**src/rtl/wb_pkg.sv**
```systemverilog
// Shared constants and entry-state type for the write-back stage.
package wb_pkg;

   // Write-back source select
   localparam logic [1:0] WB_DMEM = 2'd0;
   localparam logic [1:0] WB_ALU  = 2'd1;
   localparam logic [1:0] WB_PC4  = 2'd2;

   // Load size/sign encodings (funct3)
   localparam logic [2:0] F3_LB  = 3'd0;
   localparam logic [2:0] F3_LH  = 3'd1;
   localparam logic [2:0] F3_LW  = 3'd2;
   localparam logic [2:0] F3_LBU = 3'd4;
   localparam logic [2:0] F3_LHU = 3'd5;

   typedef enum logic [1:0] {
      EMPTY     = 2'd0,
      WAIT_DATA = 2'd1,
      READY     = 2'd2
   } entry_state_e;

endpackage

```
**src/rtl/writeback_stage_if.sv**
```systemverilog
// Bundle of the memory-stage handshake, load data, register-file write
// port and hazard query signals of the write-back stage.
interface writeback_stage_if #(parameter int XLEN = 32);
   logic            in_valid;
   logic            in_ready;
   logic            in_reg_write;
   logic [4:0]      in_rd;
   logic [1:0]      in_WBSel;
   logic [XLEN-1:0] in_PC;
   logic [XLEN-1:0] in_ALU_out;
   logic [2:0]      in_funct3;
   logic [XLEN-1:0] dmem_rdata;
   logic            write_enable;
   logic [4:0]      rd;
   logic [1:0]      WBSel;
   logic [XLEN-1:0] PC;
   logic [XLEN-1:0] ALU_out;
   logic [XLEN-1:0] dmem_out;
   logic [4:0]      rs1;
   logic [4:0]      rs2;
   logic            rs1_busy;
   logic            rs2_busy;

   // Upstream / environment side
   modport master (
      output in_valid, in_reg_write, in_rd, in_WBSel, in_PC, in_ALU_out,
             in_funct3, dmem_rdata, rs1, rs2,
      input  in_ready, write_enable, rd, WBSel, PC, ALU_out, dmem_out,
             rs1_busy, rs2_busy
   );

   // Write-back stage side
   modport slave (
      input  in_valid, in_reg_write, in_rd, in_WBSel, in_PC, in_ALU_out,
             in_funct3, dmem_rdata, rs1, rs2,
      output in_ready, write_enable, rd, WBSel, PC, ALU_out, dmem_out,
             rs1_busy, rs2_busy
   );
endinterface

```
**src/rtl/load_extend.sv**
```systemverilog
// Combinational sub-word load extraction: selects the byte/halfword at
// addr_lo and sign- or zero-extends it. Misaligned halfwords take bytes
// addr..addr+1 of the word (upper byte reads 0 past the word end).
module load_extend
   import wb_pkg::*;
#(
   parameter int XLEN = 32
) (
   input  logic [XLEN-1:0] word,
   input  logic [1:0]      addr_lo,
   input  logic [2:0]      funct3,
   output logic [XLEN-1:0] ext
);

   logic [XLEN-1:0] sh;

   assign sh = word >> {addr_lo, 3'b000};

   // Size/sign select
   always_comb begin
      ext = word;
      case (funct3)
         F3_LB:   ext = {{(XLEN-8){sh[7]}}, sh[7:0]};
         F3_LH:   ext = {{(XLEN-16){sh[15]}}, sh[15:0]};
         F3_LBU:  ext = {{(XLEN-8){1'b0}}, sh[7:0]};
         F3_LHU:  ext = {{(XLEN-16){1'b0}}, sh[15:0]};
         default: ext = word;
      endcase
   end

endmodule

```
**src/rtl/writeback_stage.sv**
```systemverilog
// In-order write-back queue driving the register file write port.
// Loads wait one cycle for synchronous dmem data; everything else is
// ready immediately. Optional macro LOAD_EXT_EN enables sub-word load
// extraction; without it load data is passed through as a full word.
module writeback_stage
   import wb_pkg::*;
#(
   parameter int DEPTH = 2,
   parameter int XLEN  = 32
) (
   input logic              clk,
   input logic              rst,
   writeback_stage_if.slave bus
);

   localparam int PW = $clog2(DEPTH);

   typedef struct packed {
      entry_state_e    st;
      logic [4:0]      rd;
      logic [1:0]      wbsel;
      logic [XLEN-1:0] pc;
      logic [XLEN-1:0] alu;
      logic [XLEN-1:0] data;
      logic [2:0]      f3;
   } entry_t;

   entry_t                      q [DEPTH];
   logic [PW-1:0]               head, tail;
   logic [PW:0]                 count;
   logic [DEPTH-1:0][XLEN-1:0]  ext;
   logic                        acc, enq, pop;
   logic                        rs1_hit, rs2_hit;

   assign bus.in_ready = (count < (PW+1)'(DEPTH));
   assign acc = bus.in_valid && bus.in_ready;
   assign enq = acc && bus.in_reg_write && (bus.in_rd != 5'd0);
   assign pop = (q[head].st == READY);

   // Only the WAIT_DATA entry consumes ext[i]; there is at most one.
`ifdef LOAD_EXT_EN
   for (genvar i = 0; i < DEPTH; i++) begin : g_ext
      load_extend #(.XLEN(XLEN)) u_ext (
         .word    (bus.dmem_rdata),
         .addr_lo (q[i].alu[1:0]),
         .funct3  (q[i].f3),
         .ext     (ext[i])
      );
   end
`else
   // Word-only loads: data passes through untouched
   always_comb begin
      for (int i = 0; i < DEPTH; i++) ext[i] = bus.dmem_rdata;
   end
`endif

   // Write port comes straight from the head entry's registers
   assign bus.write_enable = pop;
   assign bus.rd           = q[head].rd;
   assign bus.WBSel        = q[head].wbsel;
   assign bus.PC           = q[head].pc;
   assign bus.ALU_out      = q[head].alu;
   assign bus.dmem_out     = q[head].data;

   // Hazard scan over every occupied entry, issuing head included
   always_comb begin
      rs1_hit = 1'b0;
      rs2_hit = 1'b0;
      for (int i = 0; i < DEPTH; i++) begin
         if (q[i].st != EMPTY) begin
            if (q[i].rd == bus.rs1) rs1_hit = 1'b1;
            if (q[i].rd == bus.rs2) rs2_hit = 1'b1;
         end
      end
   end

   assign bus.rs1_busy = rs1_hit && (bus.rs1 != 5'd0);
   assign bus.rs2_busy = rs2_hit && (bus.rs2 != 5'd0);

   // Entry state machine, pointers and occupancy
   always_ff @(posedge clk) begin
      if (rst) begin
         for (int i = 0; i < DEPTH; i++) q[i] <= '0;
         head  <= '0;
         tail  <= '0;
         count <= '0;
      end else begin
         for (int i = 0; i < DEPTH; i++) begin
            if (enq && tail == PW'(i)) begin
               q[i].st    <= (bus.in_WBSel == WB_DMEM) ? WAIT_DATA : READY;
               q[i].rd    <= bus.in_rd;
               q[i].wbsel <= bus.in_WBSel;
               q[i].pc    <= bus.in_PC;
               q[i].alu   <= bus.in_ALU_out;
               q[i].f3    <= bus.in_funct3;
            end else if (q[i].st == WAIT_DATA) begin
               q[i].st   <= READY;
               q[i].data <= ext[i];
            end else if (pop && head == PW'(i)) begin
               q[i].st <= EMPTY;
            end
         end
         if (pop) head <= head + PW'(1);
         if (enq) tail <= tail + PW'(1);
         case ({enq, pop})
            2'b10:   count <= count + (PW+1)'(1);
            2'b01:   count <= count - (PW+1)'(1);
            default: count <= count;
         endcase
      end
   end

endmodule

```
**src/flat_wrapper.sv**
```systemverilog
// flat-port wrapper written by rule: the top's interface ports become plain ports
module writeback_stage_flat import wb_pkg::*;
#(
   parameter int DEPTH = 2,
   parameter int XLEN  = 32
)
  (clk, rst, bus_in_valid, bus_in_reg_write, bus_in_rd, bus_in_WBSel, bus_in_PC, bus_in_ALU_out, bus_in_funct3, bus_dmem_rdata, bus_rs1, bus_rs2, bus_in_ready, bus_write_enable, bus_rd, bus_WBSel, bus_PC, bus_ALU_out, bus_dmem_out, bus_rs1_busy, bus_rs2_busy);
  writeback_stage_if #(.XLEN(XLEN)) bus_i ();
  input logic clk;
  input logic rst;
  input wire logic [$bits(bus_i.in_valid)-1:0] bus_in_valid;
  input wire logic [$bits(bus_i.in_reg_write)-1:0] bus_in_reg_write;
  input wire logic [$bits(bus_i.in_rd)-1:0] bus_in_rd;
  input wire logic [$bits(bus_i.in_WBSel)-1:0] bus_in_WBSel;
  input wire logic [$bits(bus_i.in_PC)-1:0] bus_in_PC;
  input wire logic [$bits(bus_i.in_ALU_out)-1:0] bus_in_ALU_out;
  input wire logic [$bits(bus_i.in_funct3)-1:0] bus_in_funct3;
  input wire logic [$bits(bus_i.dmem_rdata)-1:0] bus_dmem_rdata;
  input wire logic [$bits(bus_i.rs1)-1:0] bus_rs1;
  input wire logic [$bits(bus_i.rs2)-1:0] bus_rs2;
  output wire logic [$bits(bus_i.in_ready)-1:0] bus_in_ready;
  output wire logic [$bits(bus_i.write_enable)-1:0] bus_write_enable;
  output wire logic [$bits(bus_i.rd)-1:0] bus_rd;
  output wire logic [$bits(bus_i.WBSel)-1:0] bus_WBSel;
  output wire logic [$bits(bus_i.PC)-1:0] bus_PC;
  output wire logic [$bits(bus_i.ALU_out)-1:0] bus_ALU_out;
  output wire logic [$bits(bus_i.dmem_out)-1:0] bus_dmem_out;
  output wire logic [$bits(bus_i.rs1_busy)-1:0] bus_rs1_busy;
  output wire logic [$bits(bus_i.rs2_busy)-1:0] bus_rs2_busy;
  assign bus_i.in_valid = bus_in_valid;
  assign bus_i.in_reg_write = bus_in_reg_write;
  assign bus_i.in_rd = bus_in_rd;
  assign bus_i.in_WBSel = bus_in_WBSel;
  assign bus_i.in_PC = bus_in_PC;
  assign bus_i.in_ALU_out = bus_in_ALU_out;
  assign bus_i.in_funct3 = bus_in_funct3;
  assign bus_i.dmem_rdata = bus_dmem_rdata;
  assign bus_i.rs1 = bus_rs1;
  assign bus_i.rs2 = bus_rs2;
  assign bus_in_ready = bus_i.in_ready;
  assign bus_write_enable = bus_i.write_enable;
  assign bus_rd = bus_i.rd;
  assign bus_WBSel = bus_i.WBSel;
  assign bus_PC = bus_i.PC;
  assign bus_ALU_out = bus_i.ALU_out;
  assign bus_dmem_out = bus_i.dmem_out;
  assign bus_rs1_busy = bus_i.rs1_busy;
  assign bus_rs2_busy = bus_i.rs2_busy;
  writeback_stage #(.DEPTH(DEPTH), .XLEN(XLEN)) u_core (.clk(clk), .rst(rst), .bus(bus_i));
endmodule
```
**config.mk**
```make
export PLATFORM = sky130hd
export DESIGN_NAME = writeback_stage_flat
export DESIGN_NICKNAME = d
export VERILOG_FILES = /design/src/rtl/wb_pkg.sv /design/src/rtl/writeback_stage_if.sv /design/src/rtl/load_extend.sv /design/src/rtl/writeback_stage.sv /design/src/flat_wrapper.sv
export SDC_FILE = /design/constraint.sdc
export NUM_CORES = 1
export LEC_CHECK = 0
export ABC_AREA = 1
export CORE_MARGIN = 10
export CORE_UTILIZATION = 45
export CTS_CLUSTER_SIZE = 12
export DETAILED_ROUTE_END_ITERATION = 8
export GPL_TIMING_DRIVEN = 1
export PLACE_DENSITY = 0.76
export SETUP_SLACK_MARGIN = 0.3
export SYNTH_ARGS = -nofsm -noshare
export SYNTH_HDL_FRONTEND = slang
export SYNTH_HIERARCHICAL = 1
export SYNTH_SLANG_ARGS = --single-unit
```
**constraint.sdc**
```tcl
create_clock -name clk -period 2.85 [get_ports clk]
set_clock_uncertainty 0.1 [all_clocks]
set_input_delay 0.285 -clock clk [delete_from_list [all_inputs] [get_ports clk]]
set_output_delay 0.285 -clock clk [all_outputs]
set_load 0.005 [all_outputs]
```
==> out/results.tsv, run 1 <==
metric	value	unit
Die X-Extent	167	microns
clock insertion delay at the later pin of the skew report	0.50	ns
share of layout cells above drive strength 1	7.61	%
largest vdd supply drop	0.000406	V
element type at the critical path end	output pin	
worst slack at placement	0.535	ns
vias in the first global route	7094	
total routed wirelength	24300	microns
Setup Viol. Count Final	0	
overflow left after global routing	0	
class of the most critical setup path	reg -> out	
Layout Nets	1359	
Initial DRC Count	471	
area fraction of the dominant cell type after synthesis	64.7	%
share of the clock period used by the worst path after layout	85.0	%
Synth area leaders	sky130_fd_sc_hd__edfxtp_1 (65%), sky130_fd_sc_hd__nand2_1 (12%), sky130_fd_sc_hd__nor2_1 (7.9%)	
Synthesized Nets	1132	
count of vias placed by the detailed router	7212	
reported leakage power	5.78	nW
top cell type by total area after synthesis	sky130_fd_sc_hd__edfxtp_1	
required arrival time at the worst endpoint	2.47	ns
Final WS setup	0.427	ns
root buffer cell	sky130_fd_sc_hd__clkbuf_16	
number of routed nets with antenna violations	0	
Worst-Margin Slew	0.575	ns
boundary pin count	227	
Post-Synthesis Cells	1009	
global-route wire length before repair	37900	microns
# H-tree levels	1	
weighted congestion at the end of routability-driven global placement	0.812	
detailed-route wire length per cell	15.9	microns
Syn. warnings	6	
combinational cell fraction of total power	35.6	%
number of max-slew violations in the final report	0	
number of antenna violations at the first check in global routing	1	
detailed placer's ending HPWL	16300	microns
flip-flop and latch count after synthesis	215	
effective utilization at floorplan	46.0	%
final sum of negative setup slack	0	ns
Cell Int Power	7.27	mW
portion of the post-synthesis area used by sequential elements	66.0	%
number of endpoints with negative hold slack in the final report	0	
switching power share of the total	30.7	%
Longest Clk Path Bufs	3	
clock slew seen by the registers of the worst setup and hold paths	0.06	ns
pin count of the biggest net entering global routing	59	
class of the tightest hold or removal check	in -> reg	
count of unique library cells instantiated by Yosys	25	
unrepaired setup endpoints after global routing	false	
status	finished clean	
Layout Area Growth over Synthesis	34.2	%
Cell Rows	53	
number of buffers created by CTS	23	
register share of total power	39.7	%
max-capacitance violation count	0	
largest fanout of any net on the critical path	6	
core area	21100	sq um
Clock Sink Count	215	
post-route DRC violation count	0	
per-instance average area after synthesis	9.61	sq um
Slew Limit Headroom	61.6	%
Pre-Repair DR Iteration Count	7	
portion of total power attributed to the clock network	24.7	%
clock tree from TritonCTS	built	
I/O Buffers	223	
Tmin final	2.42	ns
all-layer global routing usage	16.7	%
routed via count divided by cell count	4.73	
Die Footprint	27800	sq um
total standard cell area after synthesis	9690	sq um
switching power	3.21	mW
Worst Setup Start Kind	flop	
Die Span Y	167	microns
Worst Path Arrival	2.04	ns
total chip power	10.5	mW
pwr dens	805	nW/um^2
achievable frequency	413	MHz
-- final cells by class --
class                           instances  area [sq um]
Antenna cell                            1          2.50
Inverter                              133           500
Multi-Input combinational cell        617          2590
Clock buffer                           29           598
Timing Repair Buffer                  246          2540
Sequential cell                       215          6400
Clock inverter                          8          41.3
Fill cell                            1734          8080
Tap cell                              275           344
-- worst paths after layout --
check              startpoint               end  slack (ns)  depth (start not counted)
max          u_core/q[0][106]  bus_write_enable        0.43                          2
min reg2reg   u_core/count[1]   u_core/count[1]        0.38                          2
min                       rst   u_core/count[0]        0.32                          2
max reg2reg  u_core/q[0][106]   u_core/q[0][23]        0.80                          7
-- flip-flops by register name (all words and copies together), names as in the netlist, named ones only --
signal        flops
u_core/count      2
u_core/head       1
u_core/q        210
u_core/tail       1
-- critical path, cell delays in order, from the launching register on --
cell and delay (ns):
sky130_fd_sc_hd__edfxtp_1 0.40, sky130_fd_sc_hd__o31ai_2 0.48, sky130_fd_sc_hd__clkdlybuf4s50_1 0.65
-- cells by family after synthesis --
kind of cell,Yosys count,share of synthesized area (%)
and+or+nand+nor,581,24.0
DFF,215,66.0
buffers and inverters,177,7.68
AOI/OAI and AO/OA,28,1.52
xor gates and xnor gates,5,0.452
adders and majority gates,3,0.387
-- cell usage in the layout (no fill, tap or decap), drive strengths merged --
cell | netlist | routed
nand2 | 323 | 323
nor2 | 236 | 236
clkdlybuf4s50 | 0 | 221
edfxtp | 209 | 209
inv | 133 | 133
clkbuf | 18 | 29
buf | 26 | 23
o21ai | 14 | 14
nand3 | 14 | 14
a21oi | 9 | 9
clkinv | 0 | 7
dfxtp | 6 | 6
xor2 | 5 | 5
o22ai | 4 | 4
nor3 | 4 | 4
ha | 3 | 3
nand4 | 3 | 3
dlymetal6s2s | 0 | 2
diode | 0 | 1
clkinvlp | 0 | 1
o31ai | 1 | 1
nor4 | 1 | 1
-- layer usage --
layer / vias up / track usage, % / share of wire [%]
met5: - / 0 / 0
met4: 0 / 4.77 / 2.3
met3: 38 / 4.80 / 8.2
met2: 240 / 29.3 / 51
met1: 3329 / 19.4 / 39
li1: 3605 / - / -
-- what timing repair did --
| item | CTS | global route |
|---|---|---|
| endpoints found under the setup margin | 31 | 41 |
| gates resized for setup | 3 | 6 |
| hold buffers | 0 | 0 |
| setup buffers | 0 | 4 |
-- power by group through the flow --
stage | combinational (mW) | clock [mW] | sequential, mW
floorplan | 1.69 | 0 | 4.18
global placement | 3.73 | 0 | 4.19
detailed placement | 3.77 | 0 | 4.21
CTS | 3.80 | 2.66 | 4.16
global route | 4.11 | 2.80 | 4.20
finish | 3.73 | 2.59 | 4.16
-- stage by stage --
stage	util, %	hold WS [ns]	std cells	area (sq um)
floorplan	-	0.257	1009	9700
global placement	58.4	0.361	1482	12300
detailed placement	58.4	0.380	1482	12300
CTS	61.5	0.294	1519	13000
global route	61.7	0.318	1523	13000
finish	61.7	0.315	1524	13000
-- cells in the mapped netlist --
master                     instances
sky130_fd_sc_hd__nor4_1            1
sky130_fd_sc_hd__o22ai_1           4
sky130_fd_sc_hd__nand2_2           3
sky130_fd_sc_hd__nand4_2           1
sky130_fd_sc_hd__buf_1             2
sky130_fd_sc_hd__inv_1           131
sky130_fd_sc_hd__ha_1              3
sky130_fd_sc_hd__edfxtp_1        209
sky130_fd_sc_hd__nor2_2           30
sky130_fd_sc_hd__nand3_2           3
sky130_fd_sc_hd__dfxtp_1           6
sky130_fd_sc_hd__nand2_1         320
sky130_fd_sc_hd__nand4_1           2
sky130_fd_sc_hd__o31ai_1           1
sky130_fd_sc_hd__nor3_1            4
sky130_fd_sc_hd__inv_2             2
sky130_fd_sc_hd__xor2_1            5
sky130_fd_sc_hd__o21ai_0          14
sky130_fd_sc_hd__nor2_4            1
sky130_fd_sc_hd__nor2_1          205
sky130_fd_sc_hd__clkbuf_1         18
sky130_fd_sc_hd__nand3_1          11
sky130_fd_sc_hd__buf_6             8
sky130_fd_sc_hd__a21oi_1           9
sky130_fd_sc_hd__buf_2            16
(Power assumes the default switching activity.)
==> run 2: changes to the inputs <==
Settings changed: CTS_CLUSTER_SIZE 12 to 40.
==> run 2 against run 1 <==
Critical path depth is 2 higher. Cell count is 0.33% higher. Highest routed layer unchanged. Register-to-register slack better by 0.03 ns. Utilization is 0.40 points higher. Die area stayed put.
==> out/results.tsv, run 2 (same netlist as run 1, synthesis figures left out) <==
metric	value	unit	change
# H-tree levels	1		unchanged
routed via count divided by cell count	4.69		-0.80%
Cell Rows	53		unchanged
clock tree from TritonCTS	built		
Slew Limit Headroom	61.7	%	+0.094 points
pwr dens	819	nW/um^2	+1.7%
last element of the critical path	bus_PC[8]		
post-route DRC violation count	0		unchanged
Crit Reg-Reg Startpoint	u_core/q[0][106]		
element type at the critical path end	output pin		
clock slew seen by the registers of the worst setup and hold paths	0.06	ns	about the same
effective utilization at floorplan	46.0	%	unchanged
achievable frequency	415	MHz	+0.48%
weighted congestion at the end of routability-driven global placement	0.812		unchanged
global-route wire length before repair	37900	microns	about the same
share of layout cells above drive strength 1	8.14	%	+0.53 points
count of vias placed by the detailed router	7178		-0.47%
worst-case reg-to-reg path depth	7		unchanged
Worst-Margin Slew	0.573	ns	-0.00140 ns
Placed Cells	1482		unchanged
reg-to-reg slack, setup	0.83	ns	+0.03 ns
largest fanout of any net on the critical path	58		+52
number of flip-flops in the largest register	210		unchanged
Die Span Y	167	microns	unchanged
boundary pin count	227		unchanged
class of the tightest hold or removal check	in -> reg		
fill cell count	1728		-0.35%
Pre-Repair DR Iteration Count	5		-2
endpoint of the most critical register-to-register path	u_core/q[0][23]		
Worst Path Arrival	2.03	ns	about the same
root buffer cell	sky130_fd_sc_hd__clkbuf_16		
clock insertion delay at the later pin of the skew report	0.49	ns	about the same
final cell count without fillers	1529		+0.33%
Clock Sink Count	215		unchanged
pin count of the biggest net entering global routing	59		unchanged
Die Footprint	27800	sq um	unchanged
final sum of negative setup slack	0	ns	unchanged
Longest Clk Path Bufs	3		unchanged
number of antenna violations at the first check in global routing	1		unchanged
hold buffers post-CTS	0		unchanged
most frequent cells in the layout	sky130_fd_sc_hd__nand2_1 (318), sky130_fd_sc_hd__clkdlybuf4s50_1 (221), sky130_fd_sc_hd__edfxtp_1 (209)		
largest vdd supply drop	0.000406	V	-0.10%
total routed wirelength	24300	microns	-0.12%
biggest registers after layout	u_core/q: 210 flops, u_core/count: 2 flops		
Die X-Extent	167	microns	unchanged
share of the clock period used by the worst path after layout	84.6	%	-0.41 points
number of max-slew violations in the final report	0		unchanged
detailed-route wire length per cell	15.9	microns	-0.45%
max-capacitance violation count	0		unchanged
number of endpoints with negative hold slack in the final report	0		unchanged
all-layer global routing usage	16.6	%	-0.024 points
I/O Buffers	223		unchanged
vias in the first global route	7070		-0.34%
Layout Area Growth over Synthesis	35.1	%	
core area	21100	sq um	unchanged
most common cell after layout, fill and taps aside	sky130_fd_sc_hd__nand2_1		
status	finished clean		
number of routed nets with antenna violations	0		unchanged
detailed placer's ending HPWL	16300	microns	unchanged
unrepaired setup endpoints after global routing	false		
Setup Viol. Count Final	0		unchanged
HP Start	rst		
Tmin final	2.41	ns	-0.0115 ns
overflow left after global routing	0		unchanged
required arrival time at the worst endpoint	2.47	ns	about the same
Layout Nets	1359		unchanged
number of buffers created by CTS	23		unchanged
Worst Setup Start Kind	flop		
Largest Register	u_core/q		
reported leakage power	5.83	nW	+0.80%
Initial DRC Count	578		+23%
class of the most critical setup path	reg -> out		
[run 2: cell count changes in the layout (fill, tap and decap cells not counted), sizes merged]
cell,delta
buf,-1
bufinv,+2
clkbuf,-2
clkinv,+5
inv,+1
[run 2: through the flow]
step                power [mW]  worst slack, ns  hold slack, ns  instance area, sq um  utilization [%]
finish                    10.7            0.439           0.316                 13100             62.1
global route              11.3            0.301           0.319                 13100             62.1
CTS                       10.9            0.335           0.300                 13100             61.9
detailed placement        7.99            0.535           0.380                 12300             58.4
global placement          7.92            0.527           0.361                 12300             58.4
floorplan                 5.87            0.630           0.257                  9700                -
[run 2: repair_timing]
item / 4_1_cts / 5_1_grt
endpoints found under the setup margin: 24 / 40
pin swaps: 0 / 0
gates cloned: 0 / 0
resized for setup: 3 / 5
hold endpoints to repair: 0 / 0
setup buffers: 0 / 4
[run 2: routing by layer]
layer / vias to the layer above / GRT usage (%) / wire length (microns) / share of wire [%]
met3: 29 / 4.94 / 1870 / 7.7
met4: 0 / 4.35 / 463 / 1.9
met1: 3317 / 19.3 / 9520 / 39
met2: 217 / 29.4 / 12400 / 51
li1: 3615 / - / - / -
met5: - / 0 / 0 / 0
[run 2: how the worst min path moves through the flow]
stage / to / slack, ns / cells after the start
final: u_core/count[0] / 0.32 / 2
after global routing: u_core/count[0] / 0.32 / 2
after CTS: u_core/count[0] / 0.30 / 2
after detailed placement: u_core/head / 0.38 / 1
after global placement: u_core/head / 0.36 / 1
after floorplan: flop / 0.26 / 1
[run 2: final cells by class]
class | instances | area [sq um] | area share, %
antenna | 1 | 2.50 | 0.0191
clock buffer | 26 | 587 | 4.48
clock inverter | 16 | 138 | 1.05
inverter | 133 | 500 | 3.82
multi-input combinational | 617 | 2590 | 19.8
sequential | 215 | 6400 | 48.9
tap | 275 | 344 | 2.63
timing repair buffer | 246 | 2540 | 19.4
[run 2: critical path, cell delays in order (launching register included)]
cell and delay, ns:
sky130_fd_sc_hd__dfxtp_4 0.38, sky130_fd_sc_hd__clkbuf_8 0.38, sky130_fd_sc_hd__nand2_1 0.12, sky130_fd_sc_hd__nand2_1 0.11, sky130_fd_sc_hd__clkdlybuf4s50_1 0.51
[run 2: report_power, final]
part,internal (mW),total [mW],switching [mW]
clock,1.67,2.84,1.17
combinational,1.78,3.73,1.95
sequential,4.01,4.15,0.140
==> run 3: changes to the inputs <==
Clock period 2.85 ns to 2 ns, I/O delays scaled along.
==> run 3 against run 2 <==
The flow now finishes with violations (setup timing). Sequential share of layout area is 8.5 points lower. Register-to-register slack worse by 0.93 ns. Sequential cell count stayed put. First-iteration DRC count is 5.0% lower. Cell count is 8.0% higher. Final area is 21% higher. Combinational power grew to 2.8 times the previous value. Sequential power is 47% higher. Worst setup slack worse by 0.54 ns. Clock power is 42% higher. Count of clock-buffer cells in the layout is 7 higher. Total power is 92% higher. Largest cell class unchanged.
==> out/results.tsv, run 3 (same netlist as run 1, synthesis figures left out) <==
metric	value	unit	change
routed via count divided by cell count	5.00		+6.5%
required arrival time at the worst endpoint	2.15	ns	-0.32 ns
element type at the critical path end	flop		
worst hold slack across all endpoints	0.266	ns	-0.0500 ns
fill cell count	1299		-25%
most frequent cells in the layout	sky130_fd_sc_hd__edfxtp_1 (209), sky130_fd_sc_hd__nor2_1 (187), sky130_fd_sc_hd__nand2_2 (136)		
global-route wire length before repair	44500	microns	+18%
number of routed nets with antenna violations	0		unchanged
pwr dens	1300	nW/um^2	+59%
Clock Sink Count	215		unchanged
M1 WL	12300	microns	+29%
number of endpoints with negative hold slack in the final report	0		unchanged
Tmin final	2.10	ns	
Worst Setup Start Kind	flop		
weighted congestion at the end of routability-driven global placement	0.846		+4.1%
Worst Path Arrival	2.25	ns	+0.22 ns
clock slew seen by the registers of the worst setup and hold paths	0.06	ns	about the same
final core utilization	75.1	%	+13 points
number of flip-flops in the largest register	210		unchanged
Layout Nets	1481		+9.0%
post-route DRC violation count	0		unchanged
Worst-Margin Slew	0.352	ns	-0.221 ns
reported leakage power	7.32	nW	+26%
Layout Area Growth over Synthesis	63.4	%	
all-layer global routing usage	19.8	%	+3.2 points
core area	21100	sq um	unchanged
Cell Rows	53		unchanged
Setup Viol. Count Final	129		+129
Longest Clk Path Bufs	3		unchanged
total routed wirelength	32100	microns	+32%
# H-tree levels	1		unchanged
biggest registers after layout	u_core/q: 210 flops, u_core/count: 2 flops		
Initial DRC Count	549		-5.0%
I/O Buffers	223		unchanged
effective utilization at floorplan	46.0	%	unchanged
failing checks	setup timing		
Final WS setup	-0.0992	ns	-0.538 ns
vias in the first global route	8132		+15%
status	finished with violations		
overflow left after global routing	0		unchanged
count of vias placed by the detailed router	8257		+15%
clock tree from TritonCTS	built		
largest vdd supply drop	0.000726	V	+79%
boundary pin count	227		unchanged
Routed met3 length	2060	microns	+10%
Die Span Y	167	microns	unchanged
Die Footprint	27800	sq um	unchanged
root buffer cell	sky130_fd_sc_hd__clkbuf_16		
largest fanout of any net on the critical path	7		-88%
Pre-Repair DR Iteration Count	5		unchanged
class of the most critical setup path	reg -> reg		
Largest Register	u_core/q		
unrepaired setup endpoints after global routing	true		
number of antenna violations at the first check in global routing	2		+1
pin count of the biggest net entering global routing	38		-36%
final sum of negative setup slack	-7.80	ns	-7.80 ns
class of the tightest hold or removal check	in -> reg		
routed wl met2	16700	microns	+34%
Slew Limit Headroom	76.3	%	+15 points
share of layout cells above drive strength 1	41.0	%	+33 points
Die X-Extent	167	microns	unchanged
detailed-route wire length per cell	19.4	microns	+22%
uppermost routed layer	met4		
number of max-slew violations in the final report	0		unchanged
max-capacitance violation count	0		unchanged
achievable frequency	476	MHz	
detailed placer's ending HPWL	17300	microns	+6.1%
number of buffers created by CTS	23		unchanged
most common cell after layout, fill and taps aside	sky130_fd_sc_hd__edfxtp_1		
share of the clock period used by the worst path after layout	105	%	
clock insertion delay at the later pin of the skew report	0.49	ns	about the same
## run 3: layout make-up
type                       instances  area (sq um)  area share [%]
multi-input combinational        618          3610            22.8
sequential                       215          6400            40.4
tap                              275           344            2.17
clock buffer                      33           633            4.00
inverter                         133           526            3.32
antenna                            2          5.00          0.0316
clock inverter                     8          75.1           0.474
timing repair buffer             367          4250            26.8
## run 3: where the power goes
group          total (mW)  internal (mW)  switching, mW
combinational        10.5           5.66           4.86
clock                4.02           2.34           1.68
sequential           6.09           5.74          0.349
total                20.6           13.7           6.89
## run 3: worst paths after layout
path / slack (ns) / end / start / depth (start not counted)
setup / recovery: -0.1 / u_core/q[0][26] / flop / 12
hold / removal: 0.27 / u_core/q[1][46] / bus_in_ALU_out[11] / 3
setup reg to reg: -0.1 / u_core/q[0][26] / flop / 12
hold reg to reg: 0.40 / u_core/head / u_core/head / 1
## run 3: metal layers
metal	GRT usage [%]	up-vias
met3	4.00	66
met5	0	-
met2	35.7	313
met1	23.4	4001
met4	5.77	0
li1	-	3877
## run 3: repair_timing
item                                    in CTS  in global routing
cloned                                      18                  8
hold buffers                                 0                  0
resized for setup                          620                265
endpoints found under the hold margin        0                  0
pin swaps                                   39                 64
buffers inserted                            64                 15
endpoints found under the setup margin     304                450
## run 3: worst max-delay path, stage by stage, from the launching register on
cell and delay, ns:
sky130_fd_sc_hd__dfxtp_4 0.37, sky130_fd_sc_hd__buf_12 0.14, sky130_fd_sc_hd__buf_8 0.13, sky130_fd_sc_hd__buf_12 0.12, sky130_fd_sc_hd__nand3_4 0.07, sky130_fd_sc_hd__o31ai_4 0.07
sky130_fd_sc_hd__ha_2 0.20, sky130_fd_sc_hd__inv_2 0.08, sky130_fd_sc_hd__nand3_4 0.11, sky130_fd_sc_hd__buf_12 0.16, sky130_fd_sc_hd__nand2_8 0.09, sky130_fd_sc_hd__buf_12 0.15
sky130_fd_sc_hd__nor2_1 0.05
## run 3: per-stage QoR
step | setup WS (ns) | power, mW | area [sq um] | std cells
floorplan | 0.221 | 8.46 | 9780 | 1009
global placement | -0.0693 | 11.6 | 12600 | 1503
detailed placement | -0.0997 | 11.7 | 12600 | 1503
CTS | -0.0898 | 18.4 | 14500 | 1626
global route | -0.148 | 21.5 | 15800 | 1650
finish | -0.0992 | 20.6 | 15800 | 1651
==> RTL change 1, RTL diff (settings of run 1) <==
`XLEN` is set to 32 in 3 places; all go to 40.
--- a/src/rtl/writeback_stage_if.sv
+++ b/src/rtl/writeback_stage_if.sv
@@ -2,3 +2,3 @@
 // port and hazard query signals of the write-back stage.
-interface writeback_stage_if #(parameter int XLEN = 32);
+interface writeback_stage_if #(parameter int XLEN = 40);
    logic            in_valid;
--- a/src/rtl/writeback_stage.sv
+++ b/src/rtl/writeback_stage.sv
@@ -8,3 +8,3 @@
    parameter int DEPTH = 2,
-   parameter int XLEN  = 32
+   parameter int XLEN  = 40
 ) (
--- a/src/flat_wrapper.sv
+++ b/src/flat_wrapper.sv
@@ -4,3 +4,3 @@
    parameter int DEPTH = 2,
-   parameter int XLEN  = 32
+   parameter int XLEN  = 40
 )
Interface: changed (6 resized); port bits go from 227 to 275. No check against the original RTL was run, so the function may have changed too.
==> RTL change 1 against run 1 <==
Sequential cell count grew 48; clock power grew 28%; final area grew 22%; power grew 25%; count of clock-buffer cells in the layout grew 14; routed wire length grew 26%; worst setup slack lost 0.071 ns; critical path type unchanged; area after synthesis grew 21%; largest cell class unchanged.
==> RTL change 1: results (changes against run 1) <==
Final Util=61.3% (was 61.7%); Worst Setup EP=bus_rd[4] (was bus_write_enable); Post-Synth Adder-Cell Area=0.319% (was 0.387%); worst-path maximum fanout=37 (was 6); Place WS=0.521 ns (was 0.535 ns); global-route wire length before repair=47500 um (was 37900 um); vias in the first global route=8899 (was 7094); initial antenna violation count=3 (was 1); Yosys cell types=27 (was 25); portion of netlist area occupied by mux cells=0% (unchanged); outcome=finished clean (unchanged); Clock power frac=25.3% (was 24.7%); worst path arrival time=2.11 ns (was 2.04 ns); via count=8839 (was 7212); routability cong.=0.812 (about the same); leakage=0.00705 uW (was 0.00578 uW); post-CTS sizing=6 (was 3); Reg-to-Reg End=u_core/q[0][27]$_SDFFCE_PP0P_ (was u_core/q[0][23]$_SDFFCE_PP0P_); Mapped Cells=1219 (was 1009); switching fraction of total power=30.7% (about the same); reg2reg setup slack=0.71 ns (was 0.80 ns); FILL cells=2107 (was 1734); PortBufs=271 (was 223); Max IR drop VDD=483 uV (was 406 uV); Least-Margin Pin Slew=0.459 ns (was 0.575 ns); layout cell share with drive strength beyond 1=7.21% (was 7.61%); clock slew seen by the registers of the worst setup and hold paths=0.06 ns (about the same); max incr delay on CP=0.61 ns (was 0.65 ns); final worst path period need=2.49 ns (was 2.42 ns); clk pwr=3320 uW (was 2590 uW); CP Launch Type=flop (unchanged); 1st-pass router iterations=7 (unchanged); hold_ws=0.301 ns (was 0.315 ns); GRT Overall Usage=17.8% (was 16.7%); vias per cell=4.78 (was 4.73); clock latency on the worst-skew pair=0.53 ns (was 0.50 ns); max-cap check violation count=0 (unchanged); Synth Area in XOR/XNOR=0.149% (was 0.452%); CTS Buf Count=28 (was 23); area fraction in compound gates after synthesis=1.13% (was 1.52%); post-synthesis sequential area ratio=66.7% (was 66.0%); post-DP HPWL=19900 um (was 16300 um); Placed Area=14900 um2 (was 12300 um2); Yosys Warn Count=6 (unchanged); number of synthesized flops with an enable pin=257 (was 209); Net Count, Synth=1366 (was 1132); DRT iter0 DRCs=627 (was 471); largest net degree at the start of global routing=77 (was 59); post-CTS setup buffers=2 (was 0); worst hold path type=input port to flop (unchanged); Nets=1637 (was 1359); Area contributors post-synth=edfxtp_1, nand2_1, nor2_1 (unchanged); registers with the most flip-flops=u_core/q x258, u_core/count x2 (was u_core/q x210, u_core/count x2); Final Routed Wirelength=30500 um (was 24300 um); synth cell count leaders=nand2_1, edfxtp_1, nor2_1 (unchanged); total sequential power=5100 uW (was 4160 uW)
## RTL change 1: cell types whose count changed after synthesis, moves of 3 or more
cell	run 1	this run
buf_2	16	19
buf_6	8	0
buf_8	0	4
clkbuf_1	18	28
edfxtp_1	209	257
inv_1	131	156
nand2_1	320	395
nor2_1	205	257
nor3_1	4	8
o21ai_0	14	10
xor2_1	5	2
## RTL change 1: metal layers
layer	global-route usage [%]	wire (um)	vias up
li1	-	-	4351
met1	21.8	12600	4128
met3	4.57	2220	49
met4	6.25	787	0
met5	0	0	-
met2	29.7	15000	311
## RTL change 1: final cells by class
type	instances	area share (%)
Clock inverter	8	0.244
Sequential cell	263	49.3
Clock buffer	43	5.02
Tap cell	335	2.64
Multi-Input combinational cell	742	19.3
Antenna cell	3	0.0472
Inverter	159	3.83
Timing Repair Buffer	295	19.5
Timing Repair inverter	1	0.0551
==> RTL change 2, RTL diff (flow settings as in run 1) <==
Made on the original files. The option `LOAD_EXT_EN` is turned on by a define.
--- a/src/rtl/writeback_stage.sv
+++ b/src/rtl/writeback_stage.sv
@@ -4,2 +4,4 @@
 // extraction; without it load data is passed through as a full word.
+`define LOAD_EXT_EN
+
 module writeback_stage
Behaviour: not the same (Yosys sat finds a counterexample within 4 cycles, from zero or initial values and one cycle with rst high).
==> RTL change 2 against run 1 <==
Power is 16% higher; via count is 30% higher; register-to-register slack got worse by 0.22 ns; hold slack got worse by 0.022 ns; final area is 21% higher; routed wire length grew 34%; sequential cell count increased by 6; synthesized cell count rose by 26%; combinational power increased by 29%; sequential power increased by 5%; global-route usage grew 1.6 points; area after synthesis grew 27%; worst setup slack worse by 0.058 ns; die area is 24% higher; critical endpoint is now bus_ALU_out[7]; largest power group is now combinational cells.
==> RTL change 2: results (changes against run 1) <==
outcome=finished clean (unchanged); comb pwr=4800 uW (was 3730 uW); post-DP HPWL=23100 um (was 16300 um); GRT Overall Usage=18.3% (was 16.7%); Psw=3770 uW (was 3210 uW); max incr delay on CP=0.51 ns (was 0.65 ns); vias in the first global route=9549 (was 7094); PortBufs=226 (was 223); Syn Area/Cell=9.67 um2 (was 9.61 um2); placed insts=1804 (was 1482); global-route wire length before repair=50200 um (was 37900 um); Least-Margin Pin Slew=0.584 ns (was 0.575 ns); routability cong.=0.894 (was 0.812); Post-Synth Adder-Cell Area=0.305% (was 0.387%); vias per cell=5.02 (was 4.73); initial antenna violation count=4 (was 1); synth cell count leaders=nor2_1, nand2_1, edfxtp_1 (was nand2_1, edfxtp_1, nor2_1); layout cell share with drive strength beyond 1=18.1% (was 7.61%); worst-path maximum fanout=32 (was 6); 1st-pass router iterations=5 (was 7); portion of netlist area occupied by mux cells=8.96% (was 0%); FILL cells=2236 (was 1734); worst path arrival time=2.10 ns (was 2.04 ns); Area contributors post-synth=edfxtp_1, mux2_2, nor2_1 (was edfxtp_1, nand2_1, nor2_1); Yosys cell types=32 (was 25); Synth Area in XOR/XNOR=0.213% (was 0.452%); routed len/inst=17.5 um (was 15.9 um)
-- RTL change 2: cell count changes in the layout (fill, tap and decap cells not counted), sizes merged, moves of 6 or more --
cell	run 1	this run
a21oi	9	19
buf	23	36
clkbuf	29	36
edfxtp	209	215
inv	133	209
mux2	0	98
nand2	323	252
nand3	14	41
nand4	3	19
nor2	236	287
o211ai	0	12
o21ai	14	31
-- RTL change 2: timing repair --
item / in CTS / in global routing
gates cloned: 0 / 2
setup buffers: 2 / 8
gates resized for setup: 2 / 6
setup endpoints to repair: 100 / 97
-- RTL change 2: final cells by class --
class / count / area share (%)
Clock inverter: 8 / 0.468
Inverter: 209 / 5.07
Antenna cell: 4 / 0.0635
Tap cell: 341 / 2.70
Timing Repair Buffer: 263 / 17.0
Sequential cell: 221 / 41.7
Clock buffer: 35 / 4.26
Multi-Input combinational cell: 782 / 28.7
-- RTL change 2: worst paths after layout --
check	end	slack, ns	cells after the start
max	bus_ALU_out[7]	0.37	3
min	u_core/count[0]$_SDFFE_PP0P_	0.29	2
max reg2reg	u_core/q[0][19]$_SDFFCE_PP0P_	0.58	9
min reg2reg	u_core/head$_SDFFE_PP0N_	0.39	1
-- RTL change 2: through the flow --
stage	hold WS, ns	instance area [um2]	utilization, %
final	0.293	15800	58.5
after global routing	0.310	15800	58.5
after CTS	0.267	15700	58.1
after detailed placement	0.379	14900	55.2
after global placement	0.356	14900	55.2
after floorplan	0.257	12300	-
-- RTL change 2: routing by layer --
layer  wire [um]  share of wire [%]  track usage (%)  vias up
li1            -                  -                -     4541
met1       12700                 39             21.5     4459
met2       16500                 51             32.0      303
met3        2740                8.4             5.19       41
met4         578                1.8             4.78        2
met5          13              0.040                0        -
